--- config.mk ---
export PLATFORM = sky130hd
export DESIGN_NAME = uart_tx_flat
export DESIGN_NICKNAME = d
export VERILOG_FILES = /design/src/rtl/uart_pkg.sv /design/src/rtl/uart_tx_if.sv /design/src/rtl/uart_baud_tick.sv /design/src/rtl/uart_tx.sv /design/src/flat_wrapper.sv
export SDC_FILE = /design/constraint.sdc
export NUM_CORES = 1
export LEC_CHECK = 0
export CORE_AREA = 5 5 92 94
export CTS_CLUSTER_SIZE = 24
export DETAILED_ROUTE_END_ITERATION = 16
export DIE_AREA = 0 0 97 99
export GPL_TIMING_DRIVEN = 0
export SETUP_SLACK_MARGIN = 0.15
export SKIP_CTS_REPAIR_TIMING = 1
export SYNTH_ARGS = -nofsm -noshare
export SYNTH_HDL_FRONTEND = slang
export SYNTH_SLANG_ARGS = --single-unit
--- constraint.sdc ---
create_clock -name clk -period 4.6 [get_ports clk]
set_input_delay 1.15 -clock clk [delete_from_list [all_inputs] [get_ports clk]]
set_output_delay 1.15 -clock clk [all_outputs]
set_load 0.02 [all_outputs]
--- src/rtl/uart_pkg.sv ---
// Shared UART definitions for the transmitter and the matching receiver.
// Define UART_TX_PARITY_EN to build 8E1 framing (11 bits) instead of 8N1.
package uart_pkg;

  typedef enum logic {IDLE, TXING} state_t;

  localparam int DATA_BITS    = 8;
`ifdef UART_TX_PARITY_EN
  localparam int FRAME_BITS   = 11;
`else
  localparam int FRAME_BITS   = 10;
`endif
  localparam int BIT_CNT_W    = 4;
  localparam int DB_W_DEFAULT = 13;

  // Wire order is LSB first: start bit in bit 0, stop bit on top.
  function automatic logic [FRAME_BITS-1:0] frame_word(input logic [DATA_BITS-1:0] data);
`ifdef UART_TX_PARITY_EN
    return {1'b1, ^data, data, 1'b0};
`else
    return {1'b1, data, 1'b0};
`endif
  endfunction

endpackage

--- src/rtl/uart_tx_if.sv ---
// Host-side handshake bundle of the UART transmitter.
// The master modport is the host; the slave modport is the transmitter.
interface uart_tx_if
  import uart_pkg::*;
#(
  parameter int DB_W = DB_W_DEFAULT
);
  logic                 trmt;
  logic [DATA_BITS-1:0] tx_data;
  logic [DB_W-1:0]      DB;
  logic                 TX;
  logic                 tx_done;
  logic                 hold_full;

  modport master (output trmt, tx_data, DB, input TX, tx_done, hold_full);
  modport slave  (input trmt, tx_data, DB, output TX, tx_done, hold_full);
endinterface

--- src/rtl/uart_baud_tick.sv ---
// Bit-period timer: pulses shift_o for one clock every db_i clocks while enabled.
// Shared with the UART receiver.
module uart_baud_tick
  import uart_pkg::*;
#(
  parameter int DB_W = DB_W_DEFAULT
) (
  input  logic            clk,
  input  logic            rst_n,
  input  logic [DB_W-1:0] db_i,
  input  logic            clear_i,
  input  logic            enable_i,
  output logic            shift_o
);

  logic [DB_W-1:0] baud_cnt_q;

  assign shift_o = enable_i && (baud_cnt_q == db_i - DB_W'(1));

  always_ff @(posedge clk or negedge rst_n) begin
    if (!rst_n) begin
      baud_cnt_q <= '0;
    end else if (clear_i || shift_o) begin
      baud_cnt_q <= '0;
    end else if (enable_i) begin
      baud_cnt_q <= baud_cnt_q + DB_W'(1);
    end
  end

endmodule

--- src/rtl/uart_tx.sv ---
// UART transmitter, LSB first, with a one-byte holding register for gapless frames.
// Framing is 8N1, or 8E1 when UART_TX_PARITY_EN is defined.
module uart_tx
  import uart_pkg::*;
#(
  parameter int DB_W = DB_W_DEFAULT
) (
  input logic      clk,
  input logic      rst_n,
  uart_tx_if.slave bus
);

  state_t                state_q;
  logic [FRAME_BITS-1:0] shifter_q;
  logic [FRAME_BITS-1:0] shifter_d;
  logic [BIT_CNT_W-1:0]  bit_cnt_q;
  logic [DATA_BITS-1:0]  hold_q;
  logic                  hold_full_q;
  logic                  tx_done_q;
  logic [DB_W-1:0]       db_q;
  logic                  txing;
  logic                  shift;
  logic                  frame_end;
  logic                  frame_start;

  assign txing       = (state_q == TXING);
  assign shifter_d   = {1'b1, shifter_q[FRAME_BITS-1:1]};
  assign frame_end   = txing && shift && (bit_cnt_q == BIT_CNT_W'(FRAME_BITS - 1));
  assign frame_start = (!txing && bus.trmt) || (frame_end && (hold_full_q || bus.trmt));

  uart_baud_tick #(
    .DB_W(DB_W)
  ) u_baud (
    .clk     (clk),
    .rst_n   (rst_n),
    .db_i    (db_q),
    .clear_i (frame_start),
    .enable_i(txing),
    .shift_o (shift)
  );

  // The divisor is re-latched on every frame start so mid-frame DB changes wait for the next frame.
  always_ff @(posedge clk or negedge rst_n) begin
    if (!rst_n) begin
      state_q     <= IDLE;
      shifter_q   <= '1;
      bit_cnt_q   <= '0;
      hold_q      <= '0;
      hold_full_q <= 1'b0;
      tx_done_q   <= 1'b0;
      db_q        <= '0;
    end else begin
      case (state_q)
        IDLE: begin
          if (bus.trmt) begin
            shifter_q <= frame_word(bus.tx_data);
            bit_cnt_q <= '0;
            db_q      <= bus.DB;
            tx_done_q <= 1'b0;
            state_q   <= TXING;
          end
        end
        TXING: begin
          if (frame_end) begin
            if (hold_full_q) begin
              shifter_q <= frame_word(hold_q);
              bit_cnt_q <= '0;
              db_q      <= bus.DB;
              if (bus.trmt) begin
                hold_q <= bus.tx_data;
              end else begin
                hold_full_q <= 1'b0;
              end
            end else if (bus.trmt) begin
              shifter_q <= frame_word(bus.tx_data);
              bit_cnt_q <= '0;
              db_q      <= bus.DB;
            end else begin
              shifter_q <= shifter_d;
              bit_cnt_q <= bit_cnt_q + BIT_CNT_W'(1);
              tx_done_q <= 1'b1;
              state_q   <= IDLE;
            end
          end else begin
            if (shift) begin
              shifter_q <= shifter_d;
              bit_cnt_q <= bit_cnt_q + BIT_CNT_W'(1);
            end
            if (bus.trmt && !hold_full_q) begin
              hold_q      <= bus.tx_data;
              hold_full_q <= 1'b1;
            end
          end
        end
        default: state_q <= IDLE;
      endcase
    end
  end

  assign bus.TX        = shifter_q[0];
  assign bus.tx_done   = tx_done_q;
  assign bus.hold_full = hold_full_q;

endmodule

--- src/flat_wrapper.sv ---
// flat-port wrapper written by rule: the top's interface ports become plain ports
module uart_tx_flat import uart_pkg::*;
#(
  parameter int DB_W = DB_W_DEFAULT
)
  (clk, rst_n, bus_trmt, bus_tx_data, bus_DB, bus_TX, bus_tx_done, bus_hold_full);
  uart_tx_if #(.DB_W(DB_W)) bus_i ();
  input logic clk;
  input logic rst_n;
  input wire logic [$bits(bus_i.trmt)-1:0] bus_trmt;
  input wire logic [$bits(bus_i.tx_data)-1:0] bus_tx_data;
  input wire logic [$bits(bus_i.DB)-1:0] bus_DB;
  output wire logic [$bits(bus_i.TX)-1:0] bus_TX;
  output wire logic [$bits(bus_i.tx_done)-1:0] bus_tx_done;
  output wire logic [$bits(bus_i.hold_full)-1:0] bus_hold_full;
  assign bus_i.trmt = bus_trmt;
  assign bus_i.tx_data = bus_tx_data;
  assign bus_i.DB = bus_DB;
  assign bus_TX = bus_i.TX;
  assign bus_tx_done = bus_i.tx_done;
  assign bus_hold_full = bus_i.hold_full;
  uart_tx #(.DB_W(DB_W)) u_core (.clk(clk), .rst_n(rst_n), .bus(bus_i));
endmodule
; Word level (Yosys, flattened, before mapping)
; Cells that the tools add are included.
[totals]
ramBits = 0
latchBits = 0
input_bits = 24
memories = 0
output_inout_bits = 3
word_cells = 72
reg_bits = 51
romBits = 0
[op_classes]
n_addsub = 3
order_cmp = 0
multipliers = 0
reduce_logical = 17
n_bitwise = 1
n_eq_ne = 9
div = 0
n_mux = 34
n_shift = 0
[op_table]
columns = op, n
row1 = two-way mux 13 bit, 5
row2 = two-way mux 10 bit, 4
row3 = two-way mux 8 bit, 4
row4 = one-hot mux 13 bit (2 select lines), 1
row5 = two-way mux 4 bit, 5
row6 = one-hot mux 10 bit (2 select lines), 1
row7 = "adder 13 x 1 -> 13 bit, second input constant", 1
row8 = == test 13 bit, 1
row9 = "subtractor 13 x 1 -> 13 bit, second input constant", 1
row10 = two-way mux 1 bit, 10
row11 = "inequality test 2 bit, second input constant", 5
row12 = two-way mux 9 bit, 1
row13 = one-hot mux 4 bit (2 select lines), 1
row14 = AND reduction 4 bit, 2
row15 = logical AND 1 bit, 6
row16 = "adder 4 x 1 -> 4 bit, second input constant", 1
row17 = "== test 4 bit, second input constant", 1
row18 = one-hot mux 1 bit (2 select lines), 2
row19 = AND reduction 2 bit, 2
row20 = nonzero test 2 bit, 2
row21 = logical OR 1 bit, 3
row22 = "inequality test 3 bit, second input constant", 1
row23 = zero test 1 bit, 2
row24 = "inequality test 2 x 1 -> 1 bit, second input constant", 1
row25 = inverter 1 bit, 1

; Logic depth before layout (Yosys ltp)
; Gate-level depths: netlist of the first run.
[logic_depth]
word_depth = 9
depth_mapped = 11
depth_no_buf = 9

; Modules after synthesis
; A second synthesis of the first run with hierarchy kept.
[unflattened]
cells_unflattened = 309
area_unflattened_um2 = 3061.7
[by_module_without_submodules]
columns = module, area_per_inst_um2, seq_area_each_um2, cells_each, instances
row1 = uart_tx, 1835.5, 937.1, 164, 1
row2 = uart_baud_tick, 1226.2, 325.3, 145, 1

; Least setup slack after synthesis of the first run
; No wires, ideal clock.
[synth_path]
path_kind = reg-to-reg
start = register u_core.db_q[0]
end = register u_core.hold_q[0]
setup_time_ns = 0.125
t_required_ns = 4.475
n_path_buf = 1
path_slack_ns = 1.420
synth_period_minus_slack_ns = 3.180
path_stages_with_launch = 11
arrival_ns = 3.055
path_cell_list = dfrtp_1 > inv_1 > ha_1 > clkbuf_1 > xor3_1 > or4_1 > a21oi_1 > a31oi_1 > nor4_4 > mux2i_1 > mux2_2
[synth_via]
elab_chain_len = 7
word_cells_on_any_way = 10
cone_classes = add/sub: 1 / eq/ne: 3 / mux: 1 / reduce/logical: 5
[synth_rtl]
columns = element, line
row1 = "start, declared", uart_tx.sv:20  ; logic [DB_W-1:0] db_q;
row2 = "start signal, assigned", uart_tx.sv:58  ; db_q <= bus.DB;
row3 = "start signal, assigned", uart_tx.sv:68  ; db_q <= bus.DB;
row4 = "start signal, assigned", uart_tx.sv:77  ; db_q <= bus.DB;
row5 = subtractor 13 x 1 -> 13 bit (*), uart_baud_tick.sv:18  ; assign shift_o = enable_i && (baud_cnt_q == db_i - DB_W'(1));
row6 = == test 13 bit (*), uart_baud_tick.sv:18
row7 = logical AND 1 bit (*), uart_baud_tick.sv:18
row8 = logical AND 1 bit (*) (2 in a row), uart_tx.sv:28  ; assign frame_end = txing && shift && (bit_cnt_q == BIT_CNT_W'(FRAME_BITS - 1));
row9 = "inequality test 2 x 1 -> 1 bit (no source line), or another cell as far along", --
row10 = AND reduction 4 bit (no source line), --
row11 = "end signal, assigned", uart_tx.sv:70  ; hold_q <= bus.tx_data;
row12 = "end signal, assigned", uart_tx.sv:90  ; hold_q <= bus.tx_data;
row13 = "end, declared", uart_tx.sv:17  ; logic [DATA_BITS-1:0] hold_q;
; Mark *: on every way between the ends. The rest lies on a longest branch, timed or not.
; A chain may end at the register's enable or synchronous reset.

; Worst setup path after layout of the first run
[layout_path]
start = register u_core.db_q[0]
end = register u_core.hold_q[7]
; The elaborated chain is that of the path after synthesis.

==> results of run 1 <==
synth_stat cells (2+ instances only):
cell,instances,share of area
nand3_1,6,0.010
and3_1,4,0.0086
a21oi_1,4,0.0069
mux2i_1,3,0.010
buf_2,3,0.0052
xnor2_1,9,0.027
nor4_4,2,0.015
and4_1,3,0.0091
o22a_1,7,0.021
nor3_1,5,0.0086
nor3b_1,2,0.0052
nor2b_1,2,0.0043
nor2_1,23,0.030
and2_1,2,0.0043
nand2_1,27,0.035
or3_1,3,0.0065
nor4b_1,2,0.0060
mux2_1,2,0.0078
dfstp_2,9,0.082
dfrtp_1,41,0.35
o22ai_1,4,0.0086
o221a_2,2,0.0078
a21o_1,2,0.0052
inv_1,15,0.019
or4_1,2,0.0052
or2_2,3,0.0065
o211ai_1,8,0.021
mux2_2,19,0.074
nand4_1,6,0.013
a22oi_1,8,0.021
xor2_1,17,0.051
o21ai_0,9,0.016
a31oi_1,6,0.013
clkbuf_1,10,0.013
ha_1,4,0.017
logic make-up (layout without fill, tap and decap cells):
family                     after synthesis  in the layout  share of synthesized area
and+or+nand+nor                         95             95                      0.176
AOI/OAI and AO/OA                       61             61                      0.153
xor gates and xnor gates                27             27                     0.0867
buffers and inverters                   29             63                     0.0401
muxes                                   24             24                     0.0919
DFF                                     50             50                      0.435
adders and majority gates                4              4                     0.0173
sequential cells by signal, summed over array words and instances (netlist names):
| signal | cells |
|---|---|
| u_core.hold_q | 8 |
| u_core.db_q | 13 |
| u_core.shifter_q | 9 |
| u_core.bus.hold_full | 1 |
| u_core.u_baud.baud_cnt_q | 13 |
| u_core.bus.tx_done | 1 |
| u_core.bit_cnt_q | 4 |
| u_core.state_q | 1 |
worst reg2reg max path, cell delays in order (launching register included):
cell	delay, ps
dfrtp_1	460
inv_1	90
ha_1	130
clkbuf_1	360
xor3_1	290
or4_1	400
a21oi_1	150
a31oi_1	130
nor4_4	420
mux2i_1	880
mux2_2	410
per-stage QoR:
stage                     setup slack [ps]  instance area [um^2]  hold slack [ps]
after floorplan                       1420                  2900              465
after global placement                 825                  3280              479
after detailed placement               795                  3290              486
after CTS                              770                  3410              501
after global routing                   525                  3410              528
final                                  782                  3410              495
power by group:
group          leakage, nW  internal (mW)  switching (mW)
registers            0.619          0.547          0.0845
logic                0.757          0.194           0.185
clock network       0.0504          0.162           0.154
total                 1.43          0.903           0.423
metal layers:
layer	vias up	wire [um]	GRT usage
li1	1111	-	-
met1	1092	3030	0.173
met2	49	3090	0.248
met3	10	227	0.0304
met4	0	113	0.0540
met5	-	0	0
worst min path at each step:
stage | start | to | cells past startpoint | slack [ps]
after global routing | u_core.shifter_q[0] | u_core.shifter_q[0] | 2 | 530
after detailed placement | u_core.shifter_q[0] | u_core.shifter_q[0] | 2 | 490
after floorplan | u_core.hold_q[1] | u_core.hold_q[1] | 1 | 470
after global placement | u_core.shifter_q[0] | u_core.shifter_q[0] | 2 | 480
final | u_core.shifter_q[0] | u_core.shifter_q[0] | 2 | 500
after CTS | u_core.shifter_q[0] | u_core.shifter_q[0] | 2 | 500
area by class of cell:
type                       instances  share of cell area
buffer                            14              0.0176
clock buffer                       5              0.0202
clock inverter                     3              0.0132
inverter                          15              0.0165
multi-input combinational        211               0.447
sequential                        50               0.371
tap                              102              0.0375
timing repair buffer              26              0.0779
==> results by group, run 1 <==
STA
  • Relative slew margins: 0.313
  • TNS Setup: 0 ps
  • Final hold vios: 0
  • Unrepaired setup endpoints after global routing: no
  • Max Slew Vio Count: 0
  • Minimum clock period: 3820 ps
  • Slew @ Worst Pin: roughly 1000 ps
  • Fmax achieved: ~260 MHz
  • Final Setup Violations: 0
  • Fin crit share: 0.830
  • Final clock skew: around 16 ps

Critical path
  • CP max stage delay: 880 ps
  • Required time of the critical path: roughly 4800 ps
  • Worst path cell trace: inv_1, ha_1, clkbuf_1, xor3_1, or4_1, a21oi_1, a31oi_1, nor4_4, mux2i_1, mux2_2
  • Setup crit end kind: register
  • Crit path DAT: 4010 ps
  • CP Buf/Inv Count: 2
  • Critical Path Start Type: register
  • Worst setup endpoint: u_core.hold_q[7]
  • Crit Path Class: reg2reg
  • Top delay family on crit path: multiplexers
  • R2R Setup Slk: 780 ps
  • Crit-path slowest cell: mux2i_1
  • Worst-path fanout max: 10
  • CP startpoint: u_core.db_q[0]
  • R2R Path End: u_core.hold_q[7]
  • Crit path depth: 10
  • Worst-case reg-to-reg path depth: 10
  • FF-to-FF Start: u_core.db_q[0]

Clocking
  • CTS tree: built
  • CTS root buffer: clkbuf_8
  • Num CTS Buffers: 5
  • Clk Latency, worst-skew pair: 310 ps
  • H-Tree Depth: 2
  • CTS Buffer Depth: 2
  • Clock transition at the registers of the reported paths: 90 ps
  • Clock sinks: 50

Min path
  • Hold Path Class: reg2reg

Die
  • IO Pins: 27
  • # rows: 32
  • Initial Utilization: 0.383
  • Die ar.: 0.00960 mm^2
  • Die outline height: 99 um
  • Die W: 97 um
  • Core area: 0.00757 mm^2

Cells and area
  • Area growth, synth to finish: 17.5%
  • Most common cell after layout, fill and taps aside: dfrtp_1
  • Final std cells w/o fill: 426
  • Final core occ: 0.450
  • Share of cells above drive strength 1: 0.154
  • Register Area: 0.00126 mm^2
  • N_diodes: 0
  • Post-layout net count: 351
  • Most frequent cells in the layout: 41 x dfrtp_1, 27 x nand2_1, 24 x clkdlybuf4s50_1
  • Area taken by multi-input logic gates: 0.00152 mm^2
  • Layout fillers: 717

GRT
  • Number of global-route vias before repair: 2403
  • Global route overflow: 0
  • Total GRT Usage: 0.142
  • First-pass GRT wire length: 11300 um
  • Largest net degree at the start of global routing: 29
  • Initial antenna violation count: 0

Drt
  • DRT Pass-1 Iters: 4
  • DR WL/cell: ~15 um
  • Final WL: 6460 um
  • Via density per instance: 5.31
  • Vias: around 2300
  • Initial DRC count: 96
  • DRC: 0
  • Detail Route Antenna Nets: 0

Synthesis
  • Ys async rst share: 1.00
  • Seq cells post-synth: 50
  • Mapped Avg Cell Area: 10.0 um^2
  • Post-synth cell types: approximately 50
  • Post-synth EDFFs: 0
  • Synth Cell Area: 0.00290 mm^2
  • Yosys warnings: 0
  • Register area share after synthesis: 0.435
  • Mapped Cells: a little under 300
  • Top_reg_cell synth: dfrtp_1
  • Post-synthesis net count: 318

Placement
  • GPL Wtd Cong: 0.769
  • Placed wire-length estimate: 4740 um
  • DP Cell Count: 418
  • Port-buffer cells: 25

Power and ir drop
  • Pwr Total: 1.33 mW
  • Static leakage: 1.43 nW
  • Pwr Density: 389 mW/mm^2
  • Maximum VDD drop: 0.187 mV

Status
  • Status: complete, no violations

Job
  • Max-cap violations: 0
Power figures use the tool's default switching activity.
==> inputs of run 2 (changes only) <==
Clock period 4.6 ns to 3.62 ns, I/O delays scaled along.
==> run 2 against run 1 <==
  * Largest power group unchanged
  * Register-to-register slack worse by 420 ps
  * Non-clock buffer count is 3 higher
  * Setup slack worse by 420 ps
  * Die area stayed put
  * Sequential power is 27% higher
  * Routed wire length is 1.7% higher
  * Flip-flop and latch count stayed put
==> results by group, run 2 (synthesized netlist as in run 1, its figures left out) <==
STA
  • Minimum clock period: 3260 ps (was 3820 ps)
  • Final setup margin: 362 ps (was 782 ps)
  • Unrepaired setup endpoints after global routing: no (unchanged)
  • Final hold vios: 0 (unchanged)
  • Final Setup Violations: 0 (unchanged)
  • Slew @ Worst Pin: 707 ps (was 1000 ps)
  • Fin crit share: 0.900 (was 0.830)
  • TNS Setup: 0 ps (unchanged)
  • Fmax achieved: 307 MHz (was 262 MHz)
  • Max Slew Vio Count: 0 (unchanged)
  • Final clock skew: 15.3 ps (was 16.3 ps)
  • Relative slew margins: 0.526 (was 0.313)
  • Hold WS: 495 ps (about the same)

Clocking
  • Clk Latency, worst-skew pair: 310 ps (about the same)
  • CTS root buffer: clkbuf_8 (unchanged)
  • H-Tree Depth: 2 (unchanged)
  • Clock sinks: 50 (unchanged)
  • Clock transition at the registers of the reported paths: 90 ps (about the same)
  • CTS tree: built (unchanged)
  • CTS Buffer Depth: 2 (unchanged)
  • Num CTS Buffers: 5 (unchanged)

Cells and area
  • Share of cells above drive strength 1: 0.174 (was 0.154)
  • Layout fillers: 711 (was 717)
  • Post-layout net count: 354 (was 351)
  • Fin area: 0.00346 mm^2 (was 0.00341 mm^2)
  • Most frequent cells in the layout: 41 x dfrtp_1, 26 x nand2_1, 24 x clkdlybuf4s50_1 (was 41 x dfrtp_1, 27 x nand2_1, 24 x clkdlybuf4s50_1)
  • Largest regs: u_core.db_q x13, u_core.u_baud.baud_cnt_q x13, u_core.shifter_q x9 (unchanged)
  • Final std cells w/o fill: 429 (was 426)
  • Area growth, synth to finish: 19.4% (was 17.5%)
  • N_diodes: 0 (unchanged)
  • Final core occ: 0.458 (was 0.450)
  • Most common cell after layout, fill and taps aside: dfrtp_1 (unchanged)

Drt
  • Final WL: 6570 um (was 6460 um)
  • Via density per instance: 5.31 (about the same)
  • Vias: 2280 (was 2262)
  • DR WL/cell: 15.3 um (was 15.2 um)
  • DRT Pass-1 Iters: 4 (unchanged)
  • Detail Route Antenna Nets: 0 (unchanged)
  • Initial DRC count: 79 (was 96)
  • DRC: 0 (unchanged)

Die
  • Die W: 97 um (unchanged)
  • Die outline height: 99 um (unchanged)
  • Initial Utilization: 0.383 (unchanged)
  • Die ar.: 0.00960 mm^2 (unchanged)
  • # rows: 32 (unchanged)
  • Core area: 0.00757 mm^2 (unchanged)
  • IO Pins: 27 (unchanged)

Power and ir drop
  • Pwr Total: 1.69 mW (was 1.33 mW)
  • Internal power: 1.15 mW (was 903 uW)
  • Clock Power Share: 0.239 (was 0.238)
  • Pwr Density: 489 mW/mm^2 (was 389 mW/mm^2)
  • Sequential Power Share: 0.474 (was 0.476)
  • Net Sw Power: 544 uW (was 423 uW)
  • Gate power share: 0.287 (was 0.286)
  • Sw Ratio: 0.321 (was 0.319)
  • Maximum VDD drop: 0.239 mV (was 0.187 mV)
  • Static leakage: 1.45 nW (was 1.43 nW)

Critical path
  • Worst setup endpoint: u_core.hold_q[7] (unchanged)
  • CP startpoint: u_core.db_q[0] (unchanged)
  • FF-to-FF Start: u_core.db_q[0] (unchanged)
  • R2R Path End: u_core.hold_q[7] (unchanged)
  • Crit path DAT: 3450 ps (was 4010 ps)
  • Crit Path Class: reg2reg (unchanged)
  • Worst-path fanout max: 10 (unchanged)
  • Required time of the critical path: 3810 ps (was 4790 ps)
  • Critical Path Start Type: register (unchanged)
  • Setup crit end kind: register (unchanged)
  • Worst-case reg-to-reg path depth: 12 (was 10)
  • R2R Setup Slk: 360 ps (was 780 ps)

Placement
  • Place WS: -185 ps (was 795 ps)
  • DP Cell Count: 418 (unchanged)
  • Placed Instance Area: 0.00329 mm^2 (unchanged)
  • GPL Wtd Cong: 0.769 (unchanged)
  • Placed wire-length estimate: 4740 um (unchanged)
  • Port-buffer cells: 25 (unchanged)

Min path
  • Worst hold stages: 2 (unchanged)
  • Hold Path Class: reg2reg (unchanged)

GRT
  • Global route overflow: 0 (unchanged)
  • Initial antenna violation count: 0 (unchanged)
  • Largest net degree at the start of global routing: 29 (unchanged)
  • First-pass GRT wire length: 11300 um (unchanged)
  • Total GRT Usage: 0.142 (unchanged)
  • Number of global-route vias before repair: 2403 (unchanged)

Status
  • Status: complete, no violations (unchanged)

Job
  • Max-cap violations: 0 (unchanged)
-- run 2: cell count changes in the layout (fill, tap and decap cells not counted), sizes merged --
cell | previous run | this run
buf | 6 | 9
-- run 2: worst min path at each step --
stage / slack (ps) / startpoint / end
floorplan: 470 / u_core.hold_q[1] / u_core.hold_q[1]
global placement: 480 / u_core.shifter_q[0] / u_core.shifter_q[0]
detailed placement: 490 / u_core.shifter_q[0] / u_core.shifter_q[0]
CTS: 500 / u_core.shifter_q[0] / u_core.shifter_q[0]
global route: 530 / u_core.shifter_q[0] / u_core.shifter_q[0]
finish: 500 / u_core.shifter_q[0] / u_core.shifter_q[0]
-- run 2: layer usage --
metal | part of all wire | GRT usage | vias to the layer above
met4 | 0.014 | 0.0540 | 0
li1 | - | - | 1113
met5 | 0 | 0 | -
met3 | 0.032 | 0.0304 | 8
met2 | 0.48 | 0.248 | 40
met1 | 0.48 | 0.173 | 1119
-- run 2: worst max-delay path: stages (launching register included) --
cell and delay (ps):
dfrtp_1 470, inv_1 70, ha_1 200, clkbuf_2 200, o21ba_2 230, a221oi_1 290
a41oi_1 100, nand4bb_1 380, nor4_4 320, buf_4 180, mux2i_4 240, buf_12 150
mux2_2 320
-- run 2: cell type report --
type | instances | area [um^2] | area share
buffer | 14 | 61.3 | 0.0177
sequential | 50 | 1260 | 0.365
tap | 102 | 128 | 0.0368
timing repair buffer | 29 | 300 | 0.0867
clock inverter | 3 | 45.0 | 0.0130
clock buffer | 5 | 68.8 | 0.0199
multi-input combinational | 211 | 1540 | 0.445
inverter | 15 | 56.3 | 0.0163
-- run 2: power by group through the flow --
| stage | logic, mW | registers [mW] | clock network, mW |
|---|---|---|---|
| 3_3_place_gp | 0.461 | 0.812 | 0 |
| 3_5_place_dp | 0.478 | 0.812 | 0 |
| 6_report | 0.486 | 0.802 | 0.404 |
| 2_1_floorplan | 0.371 | 0.783 | 0 |
| 4_1_cts | 0.481 | 0.803 | 0.414 |
| 5_1_grt | 0.547 | 0.818 | 0.440 |
